### src/rtl/uart_tx_if.sv
// Host-side bundle for uart_tx: the send request, the payload, the frame
// configuration, far-end flow control, and the serial line with its status.
//   master : host / testbench side (drives the request, config and cts_n)
//   slave  : transmitter side (drives tx, tx_busy and tx_done)
interface uart_tx_if #(
   parameter int unsigned DATA_W = 8
);
   logic              tx_start;
   logic [DATA_W-1:0] tx_data;
   logic [1:0]        data_bit_num;
   logic              stop_bit_num;
   logic              parity_en;
   logic              parity_type;
   logic              cts_n;
   logic              tx;
   logic              tx_busy;
   logic              tx_done;

   modport master (
      output tx_start, tx_data, data_bit_num, stop_bit_num, parity_en, parity_type, cts_n,
      input  tx, tx_busy, tx_done
   );

   modport slave (
      input  tx_start, tx_data, data_bit_num, stop_bit_num, parity_en, parity_type, cts_n,
      output tx, tx_busy, tx_done
   );
endinterface

### src/rtl/uart_tx.sv
// UART transmitter. Serialises one byte per frame: start bit, 5..8 data bits
// (LSB first), optional even/odd parity, 1 or 2 stop bits. Each bit lasts
// OVERSAMPLE baud ticks. A new frame is only accepted while cts_n is low.
// Ports:
//   clk   system clock, posedge
//   rst   asynchronous active-high reset
//   tick  baud tick, one-clk pulse, OVERSAMPLE per bit
//   bus   uart_tx_if.slave: tx_start/tx_data/config/cts_n in; tx/tx_busy/tx_done out
module uart_tx #(
   parameter int unsigned OVERSAMPLE = 16,
   parameter int unsigned DATA_W     = 8
) (
   input logic     clk,
   input logic     rst,
   input logic     tick,
   uart_tx_if.slave bus
);

   localparam int unsigned CntW = (OVERSAMPLE > 1) ? $clog2(OVERSAMPLE) : 1;
   localparam int unsigned IdxW = (DATA_W > 8) ? $clog2(DATA_W) : 3;

   typedef enum logic [2:0] {StIdle, StStart, StData, StParity, StStop} state_t;

   state_t            state_q, state_d;
   logic [CntW-1:0]   cnt_q, cnt_d;
   logic [IdxW-1:0]   idx_q, idx_d;
   logic              stop_second_q, stop_second_d;
   logic [DATA_W-1:0] data_q, data_d;
   logic [1:0]        nbits_q, nbits_d;
   logic              stop2_q, stop2_d;
   logic              par_en_q, par_en_d;
   logic              par_odd_q, par_odd_d;
   logic              tx_q, tx_d;
   logic              done_q, done_d;

   logic              bit_end;
   logic [IdxW-1:0]   last_idx;
   logic              par_bit;

   // Even parity over the N configured data bits only; bits above N-1 are ignored.
   always_comb begin
      par_bit = 1'b0;
      for (int i = 0; i < int'(DATA_W); i++) begin
         if (i < int'(nbits_q) + 5) par_bit = par_bit ^ data_q[i];
      end
   end

   assign bit_end  = tick && (cnt_q == CntW'(OVERSAMPLE - 1));
   assign last_idx = IdxW'(nbits_q) + IdxW'(4);

   always_comb begin
      state_d       = state_q;
      cnt_d         = cnt_q;
      idx_d         = idx_q;
      stop_second_d = stop_second_q;
      data_d        = data_q;
      nbits_d       = nbits_q;
      stop2_d       = stop2_q;
      par_en_d      = par_en_q;
      par_odd_d     = par_odd_q;
      done_d        = 1'b0;

      if (state_q == StIdle) begin
         if (bus.tx_start && !bus.cts_n) begin
            state_d       = StStart;
            cnt_d         = '0;
            idx_d         = '0;
            stop_second_d = 1'b0;
            data_d        = bus.tx_data;
            nbits_d       = bus.data_bit_num;
            stop2_d       = bus.stop_bit_num;
            par_en_d      = bus.parity_en;
            par_odd_d     = bus.parity_type;
         end
      end else begin
         if (tick) cnt_d = bit_end ? '0 : cnt_q + CntW'(1);
         if (bit_end) begin
            case (state_q)
               StStart: begin
                  state_d = StData;
                  idx_d   = '0;
               end
               StData: begin
                  if (idx_q == last_idx) state_d = par_en_q ? StParity : StStop;
                  else                   idx_d   = idx_q + IdxW'(1);
               end
               StParity: state_d = StStop;
               StStop: begin
                  // Two stop bits: run the STOP state twice.
                  if (stop2_q && !stop_second_q) begin
                     stop_second_d = 1'b1;
                  end else begin
                     state_d = StIdle;
                     done_d  = 1'b1;
                  end
               end
               default: state_d = StIdle;
            endcase
         end
      end

      // Line level follows the next state so tx changes on the same edge as the FSM.
      case (state_d)
         StStart:  tx_d = 1'b0;
         StData:   tx_d = data_d[idx_d];
         StParity: tx_d = par_bit ^ par_odd_q;
         default:  tx_d = 1'b1;
      endcase
   end

   always_ff @(posedge clk or posedge rst) begin
      if (rst) begin
         state_q       <= StIdle;
         cnt_q         <= '0;
         idx_q         <= '0;
         stop_second_q <= 1'b0;
         data_q        <= '0;
         nbits_q       <= '0;
         stop2_q       <= 1'b0;
         par_en_q      <= 1'b0;
         par_odd_q     <= 1'b0;
         tx_q          <= 1'b1;
         done_q        <= 1'b0;
      end else begin
         state_q       <= state_d;
         cnt_q         <= cnt_d;
         idx_q         <= idx_d;
         stop_second_q <= stop_second_d;
         data_q        <= data_d;
         nbits_q       <= nbits_d;
         stop2_q       <= stop2_d;
         par_en_q      <= par_en_d;
         par_odd_q     <= par_odd_d;
         tx_q          <= tx_d;
         done_q        <= done_d;
      end
   end

   assign bus.tx      = tx_q;
   assign bus.tx_busy = (state_q != StIdle);
   assign bus.tx_done = done_q;

endmodule

### src/flat_wrapper.sv
// flat-port wrapper written by rule: the top's interface ports become plain ports
module uart_tx_flat 
#(
   parameter int unsigned OVERSAMPLE = 16,
   parameter int unsigned DATA_W     = 8
)
  (clk, rst, tick, bus_tx_start, bus_tx_data, bus_data_bit_num, bus_stop_bit_num, bus_parity_en, bus_parity_type, bus_cts_n, bus_tx, bus_tx_busy, bus_tx_done);
  uart_tx_if #(.DATA_W(DATA_W)) bus_i ();
  input logic clk;
  input logic rst;
  input logic tick;
  input wire logic [$bits(bus_i.tx_start)-1:0] bus_tx_start;
  input wire logic [$bits(bus_i.tx_data)-1:0] bus_tx_data;
  input wire logic [$bits(bus_i.data_bit_num)-1:0] bus_data_bit_num;
  input wire logic [$bits(bus_i.stop_bit_num)-1:0] bus_stop_bit_num;
  input wire logic [$bits(bus_i.parity_en)-1:0] bus_parity_en;
  input wire logic [$bits(bus_i.parity_type)-1:0] bus_parity_type;
  input wire logic [$bits(bus_i.cts_n)-1:0] bus_cts_n;
  output wire logic [$bits(bus_i.tx)-1:0] bus_tx;
  output wire logic [$bits(bus_i.tx_busy)-1:0] bus_tx_busy;
  output wire logic [$bits(bus_i.tx_done)-1:0] bus_tx_done;
  assign bus_i.tx_start = bus_tx_start;
  assign bus_i.tx_data = bus_tx_data;
  assign bus_i.data_bit_num = bus_data_bit_num;
  assign bus_i.stop_bit_num = bus_stop_bit_num;
  assign bus_i.parity_en = bus_parity_en;
  assign bus_i.parity_type = bus_parity_type;
  assign bus_i.cts_n = bus_cts_n;
  assign bus_tx = bus_i.tx;
  assign bus_tx_busy = bus_i.tx_busy;
  assign bus_tx_done = bus_i.tx_done;
  uart_tx #(.OVERSAMPLE(OVERSAMPLE), .DATA_W(DATA_W)) u_core (.clk(clk), .rst(rst), .tick(tick), .bus(bus_i));
endmodule
### config.mk
export PLATFORM = sky130hd
export DESIGN_NAME = uart_tx_flat
export DESIGN_NICKNAME = d
export VERILOG_FILES = /design/src/rtl/uart_tx_if.sv /design/src/rtl/uart_tx.sv /design/src/flat_wrapper.sv
export SDC_FILE = /design/constraint.sdc
export NUM_CORES = 1
export LEC_CHECK = 0
export ABC_AREA = 1
export BUFFER_PORTS_ARGS = -buffer_cell sky130_fd_sc_hd__buf_2
export CAP_MARGIN = 20
export CORE_ASPECT_RATIO = 0.5
export CORE_MARGIN = 1.5
export CORE_UTILIZATION = 45
export DETAILED_ROUTE_END_ITERATION = 8
export MAX_ROUTING_LAYER = met4
export PLACE_DENSITY = 0.74
export SLEW_MARGIN = 25
export SYNTH_ARGS = -nofsm -noshare
export SYNTH_HDL_FRONTEND = slang
export SYNTH_SLANG_ARGS = --single-unit
export TNS_END_PERCENT = 1
### constraint.sdc
create_clock -name clk -period 3.3 [get_ports clk]
set_input_delay 0.165 -clock clk [delete_from_list [all_inputs] [get_ports clk]]
set_output_delay 0.165 -clock clk [all_outputs]
set_load 0.05 [all_outputs]
==> reports/results.tsv, run 1 <==
metric	value	unit
highest clock rate	541	MHz
unrepaired setup endpoints after global routing	false	
HP Class	in -> reg	
Avg WL per Cell	12.9	µm
Tightest Pin Transition	0.560	ns
PortBufs	20	
final period utilization	56.0	%
Pre-antenna DRT Iters	4	
maxcap violations	0	
pre-CTS setup slack	1.45	ns
Fillers	295	
Worst Setup Slack, final	1.45	ns
synth warn	0	
Data arrival, critical path	2.07	ns
global-route wire length before repair	5600	µm
xor-xnor portion of the synthesized cell area	6.23	%
Post-DP HPWL	2440	µm
Critical Path Start Type	flop	
PD cells	869	mW/mm²
Yosys cell types	31	
drt first-iter violations	64	
TritonCTS clock tree	yes	
GRT met3 Usage	5.41	%
H-tree Lvls	1	
CP Cell Sequence	nor3_4, nand2_4, inv_6, nand2_1, o21ai_1, nand3_1, nand3_1, nand2_1, nand2_1, nand3_1, nand3_1	
syn nets	209	
CP max FO	19	
most frequent cells in the layout	nand2_1, dfrtp_1, nand3_1, inv_1, buf_2	
CP peak stage delay	0.47	ns
Final Hold Fails	0	
Initial Utilization	49.3	%
Core ar.	0.00314	mm²
most frequent cell on the critical path	nand3_1	
io pins	21	
Die ar.	0.00382	mm²
largest family of logic cells by synthesized area	simple AND/OR/NAND/NOR gates	
VDD IR max	0.291	mV
Yosys reg bits	26	
Avg Cell Area, Syn	8.18	µm²
vias	1299	
Worst path slowest cell	dfrtp_1	
initial antenna violation count	0	
die width	85.9	µm
WL final	3250	µm
Synth Instances	189	
met2 usage in global routing	34.8	%
ANT nets after route	0	
vias per cell	5.15	
post-synthesis compound-gate area fraction	8.50	%
worst endpoint required time	3.52	ns
cts hold-fix bufs	0	
area grow syn2layout	13.5	%
NumNets Final	233	
Synth Cell Area	0.00155	mm²
Rows	14	
Final min period	1.85	ns
antenna cells	0	
worst clock skew	0.00593	ns
count of pins over their slew limit	0	
share of cells above drive strength 1	20.8	%
fraction of synthesized area in multiplexers	0.648	%
Post-CTS Setup Inserts	0	
setup violators final	0	
area of the multi-input gates	768	µm²
total track usage	20.1	%
Synth Area in Adders	1.62	%
Post-Synth Simple-Gate Area	32.7	%
Slew HR	62.6	%
commonest non-fill, non-tap cell in the layout	nand2_1	
met1 Usage GRT	23.2	%
die span in y	44.4	µm
Worst-Skew Late Latency	0.27	ns
clock tree sinks	26	
Leak Pwr	0.908	nW
GRT overflow	0	
Num CTS Buffers	3	
Seq/Total Area, Yosys	42.2	%
largest net degree at the start of global routing	27	
Setup TNS	0	ns
grt peak-use layer	met2	
DRC errors left	0	
CP endpoint kind	flop	
Max Root-Sink Buffers	2	
outcome	finished, final reports clean	
number of global-route vias before repair	1266	
clock edge transition at the registers on the reported setup and hold paths	0.09	ns
Resized Gates After CTS	0	
GP Congestion	0.887	
critical path class	reg -> reg	
root buffer cell	clkbuf_8	
worst hold slack	0.0844	ns
Reg area	652	µm²
[power breakdown]
group	switching, mW	total, mW	internal, mW
registers	0.137	0.590	0.454
clock network	0.102	0.265	0.162
logic	0.409	0.669	0.259
total	0.649	1.52	0.875
[worst max-delay path: cells and delay by family (launching register included)]
family | cells | cell delay [ns]
and+or+nand+nor | 9 | 1.03
buffers and inverters | 1 | 0.18
AOI/OAI and AO/OA | 1 | 0.13
DFF | 1 | 0.47
[stage by stage]
step | total power [mW] | std cells | utilization [%] | cell area, µm²
after floorplan | 1.11 | 189 | - | 1550
after global placement | 1.23 | 247 | 53.4 | 1670
after detailed placement | 1.26 | 247 | 53.4 | 1670
after CTS | 1.53 | 251 | 55.6 | 1740
after global routing | 1.65 | 252 | 55.9 | 1750
final | 1.52 | 252 | 55.9 | 1750
[area by class of cell]
class / instances / share of cell area, %
Tap cell: 40 / 2.85
Inverter: 26 / 5.85
Timing Repair Buffer: 21 / 6.28
Clock buffer: 3 / 2.35
Sequential cell: 26 / 37.2
Multi-Input combinational cell: 135 / 43.8
Clock inverter: 1 / 1.71
[sequential cells by signal, summed over array words and instances, names as in the netlist]
name,flops
u_core.par_odd_q,1
u_core.bus.tx_done,1
u_core.stop_second_q,1
u_core.data_q,8
u_core.idx_q,3
u_core.cnt_q,4
u_core.bus.tx,1
u_core.par_en_q,1
u_core.state_q,3
u_core.nbits_q,2
u_core.stop2_q,1
[routing by layer]
layer | share of wire, % | wire, µm | vias to the layer above
li1 | - | - | 649
met1 | 48 | 1560 | 612
met2 | 46 | 1500 | 32
met3 | 4.1 | 134 | 6
met4 | 1.5 | 48 | 0
met5 | 0 | 0 | -
[cells in the mapped netlist]
library cell / number / share of area, %
a211oi_2: 1 / 0.81
a21oi_1: 2 / 0.65
a21oi_4: 1 / 1.1
a22oi_1: 1 / 0.49
buf_6: 2 / 1.5
clkinv_1: 1 / 0.24
dfrtp_1: 25 / 40
dfstp_2: 1 / 1.7
ha_1: 2 / 1.6
inv_1: 22 / 5.3
inv_2: 2 / 0.49
inv_6: 1 / 0.57
mux2i_1: 1 / 0.65
nand2_1: 54 / 13
nand2_2: 4 / 1.6
nand2_4: 2 / 1.5
nand3_1: 22 / 7.1
nand3_2: 3 / 1.9
nand3_4: 1 / 1.1
nand4_1: 1 / 0.41
nand4_4: 1 / 1.4
nor2_1: 10 / 2.4
nor2_4: 1 / 0.73
nor3_1: 1 / 0.32
nor3_4: 1 / 1.1
o2111ai_1: 2 / 1.1
o211ai_1: 1 / 0.49
o21ai_0: 11 / 3.6
o21ai_1: 1 / 0.32
xnor2_1: 6 / 3.4
xor2_1: 5 / 2.8
[logic make-up after synthesis]
kind of cell	count (synthesis)
simple gates	101
buf+inv	28
flops	26
compound gates	20
xor+xnor	11
fa+ha+maj	2
mux	1
[worst paths after layout]
check | start | end | slack, ns | depth (start not counted)
min in group asynchronous | rst | u_core.nbits_q[1] | 0.47 | 3
setup / recovery | u_core.state_q[0] | u_core.bus.tx | 1.45 | 11
hold reg to reg | u_core.stop2_q | u_core.stop2_q | 0.49 | 2
setup reg to reg | u_core.state_q[0] | u_core.bus.tx | 1.45 | 11
hold / removal | bus_data_bit_num[1] | u_core.nbits_q[1] | 0.08 | 3
max in group asynchronous | rst | u_core.bus.tx | 2.45 | 3
Power figures use the tool's default switching activity.
==> run 2: changes to the inputs <==
==> constraint.sdc (replaced) <==
create_clock -name clk -period 1.9 [get_ports clk]
set_input_delay 0.095 -clock clk [delete_from_list [all_inputs] [get_ports clk]]
set_output_delay 0.095 -clock clk [all_outputs]
set_load 0.05 [all_outputs]
==> run 2 against run 1 <==
Effect of this change:
- global-route usage shrank 0.96 points
- hold slack worse by 0.076 ns
- critical path depth is 2 higher
- critical endpoint unchanged
- sequential power increased by 71%
- flip-flop and latch count unchanged
- sequential share of layout area fell by 0.75 points
- clock power grew 38%
- total power is 68% higher
- first-iteration DRC count is 23% higher
- cell count up 2.4%
- die area unchanged
- combinational power increased by 78%
==> reports/results.tsv, run 2 (synthesis gave the netlist of run 1 again) <==
metric	value	unit
PortBufs	20	
Rows	14	
DRC errors left	0	
Worst-Skew Late Latency	0.27	ns
drt first-iter violations	79	
HP Class	in -> reg	
Post-Place Cells	249	
maxcap violations	0	
worst hold slack	0.00863	ns
most frequent cells in the layout	nand2_1, dfrtp_1, inv_1, nand3_1, buf_2	
number of global-route vias before repair	1197	
GRT overflow	0	
root buffer cell	clkbuf_8	
largest net degree at the start of global routing	20	
Pre-antenna DRT Iters	4	
die span in y	44.4	µm
biggest regs	u_core.data_q x8, u_core.cnt_q x4	
Setup TNS	0	ns
ANT nets after route	0	
share of cells above drive strength 1	23.4	%
count of pins over their slew limit	0	
most frequent cell on the critical path	nand2_1	
highest clock rate	578	MHz
total track usage	19.1	%
CP max FO	6	
clock tree sinks	26	
outcome	finished, final reports clean	
Tightest Pin Transition	0.590	ns
CP Cell Sequence	ha_2, nand4_4, nor2_4, nand2_1, nand2_2, nand3_4, nand2_4, nand2_1, nand3_1, nand2_1, nand2_1, nand3_1, nand3_1	
pre-CTS setup slack	0.0617	ns
critical path class	reg -> reg	
Largest register FFs	8	
antenna cells	0	
final period utilization	91.0	%
Final Hold Fails	0	
WL final	3110	µm
PD cells	1430	mW/mm²
CP endpoint kind	flop	
die width	85.9	µm
initial antenna violation count	0	
Num CTS Buffers	3	
final std cells w/o fill	258	
Die ar.	0.00382	mm²
vias per cell	5.05	
clock edge transition at the registers on the reported setup and hold paths	0.09	ns
Post-DP HPWL	2390	µm
Data arrival, critical path	1.95	ns
GP Congestion	0.903	
Avg WL per Cell	12.0	µm
Worst Setup Slack, final	0.171	ns
Max Root-Sink Buffers	2	
Final min period	1.73	ns
VDD IR max	0.434	mV
Leak Pwr	0.929	nW
vias	1304	
Worst path slowest cell	dfrtp_1	
flop-to-flop setup slack	0.17	ns
CP peak stage delay	0.40	ns
NumNets Final	239	
worst clock skew	0.00110	ns
commonest non-fill, non-tap cell in the layout	nand2_1	
Initial Utilization	49.3	%
H-tree Lvls	1	
unrepaired setup endpoints after global routing	false	
kind of cell adding the most delay to the critical path	simple AND/OR/NAND/NOR gates	
io pins	21	
TritonCTS clock tree	yes	
Slew HR	60.6	%
global-route wire length before repair	5380	µm
Top reg by flops	u_core.data_q	
area grow syn2layout	15.9	%
worst endpoint required time	2.12	ns
Core ar.	0.00314	mm²
setup violators final	0	
Critical Path Start Type	flop	
CP bufs+invs	0	
[run 2: worst register-to-register path: cells and delay by family, from the launching register on]
family,cells,cell delay [ns]
and+or+nand+nor,12,1.04
adders and majority gates,1,0.23
DFF,1,0.40
[run 2: area by class of cell]
cell class / instances / area (µm²)
clock buffers: 4 / 55.1
fillers: 289 / 1350
inverters: 26 / 105
multi-input cells: 135 / 773
flip-flops and latches: 26 / 652
well taps: 40 / 50.0
repair buffers: 27 / 155
[run 2: repair_timing]
action                     in CTS  in global routing
hold endpoints to repair       14                  0
setup endpoints to repair       0                  1
gates resized for setup         0                  4
hold buffers                    1                  0
setup buffers                   0                  4
[run 2: routing by layer]
metal	share of wire, %	track usage, %	routed length (µm)	vias to the layer above
met5	0	-	0	-
met4	1.0	4.84	31	0
met3	4.5	4.85	139	4
met2	47	32.1	1450	29
met1	48	23.5	1490	604
li1	-	-	-	667
[run 2: path summary, 6_finish.rpt]
kind | from | to | cells past startpoint
max | u_core.cnt_q[0] | u_core.bus.tx | 13
min | bus_parity_type | u_core.par_odd_q | 3
max reg2reg | u_core.cnt_q[0] | u_core.bus.tx | 13
min reg2reg | u_core.stop2_q | u_core.stop2_q | 2
max in group asynchronous | rst | u_core.state_q[1] | 4
min in group asynchronous | rst | u_core.nbits_q[1] | 3
[run 2: power by group]
part           internal [mW]  switching (mW)
Clock                  0.186           0.179
Sequential             0.788           0.224
Combinational          0.473           0.714
[run 2: stage by stage]
stage | util, % | total power, mW | instance area, µm²
2_1_floorplan | - | 1.92 | 1550
3_5_place_dp | 53.8 | 2.18 | 1690
6_report | 57.1 | 2.56 | 1790
4_1_cts | 55.9 | 2.54 | 1750
5_1_grt | 57.1 | 2.80 | 1790
3_3_place_gp | 53.8 | 2.15 | 1690
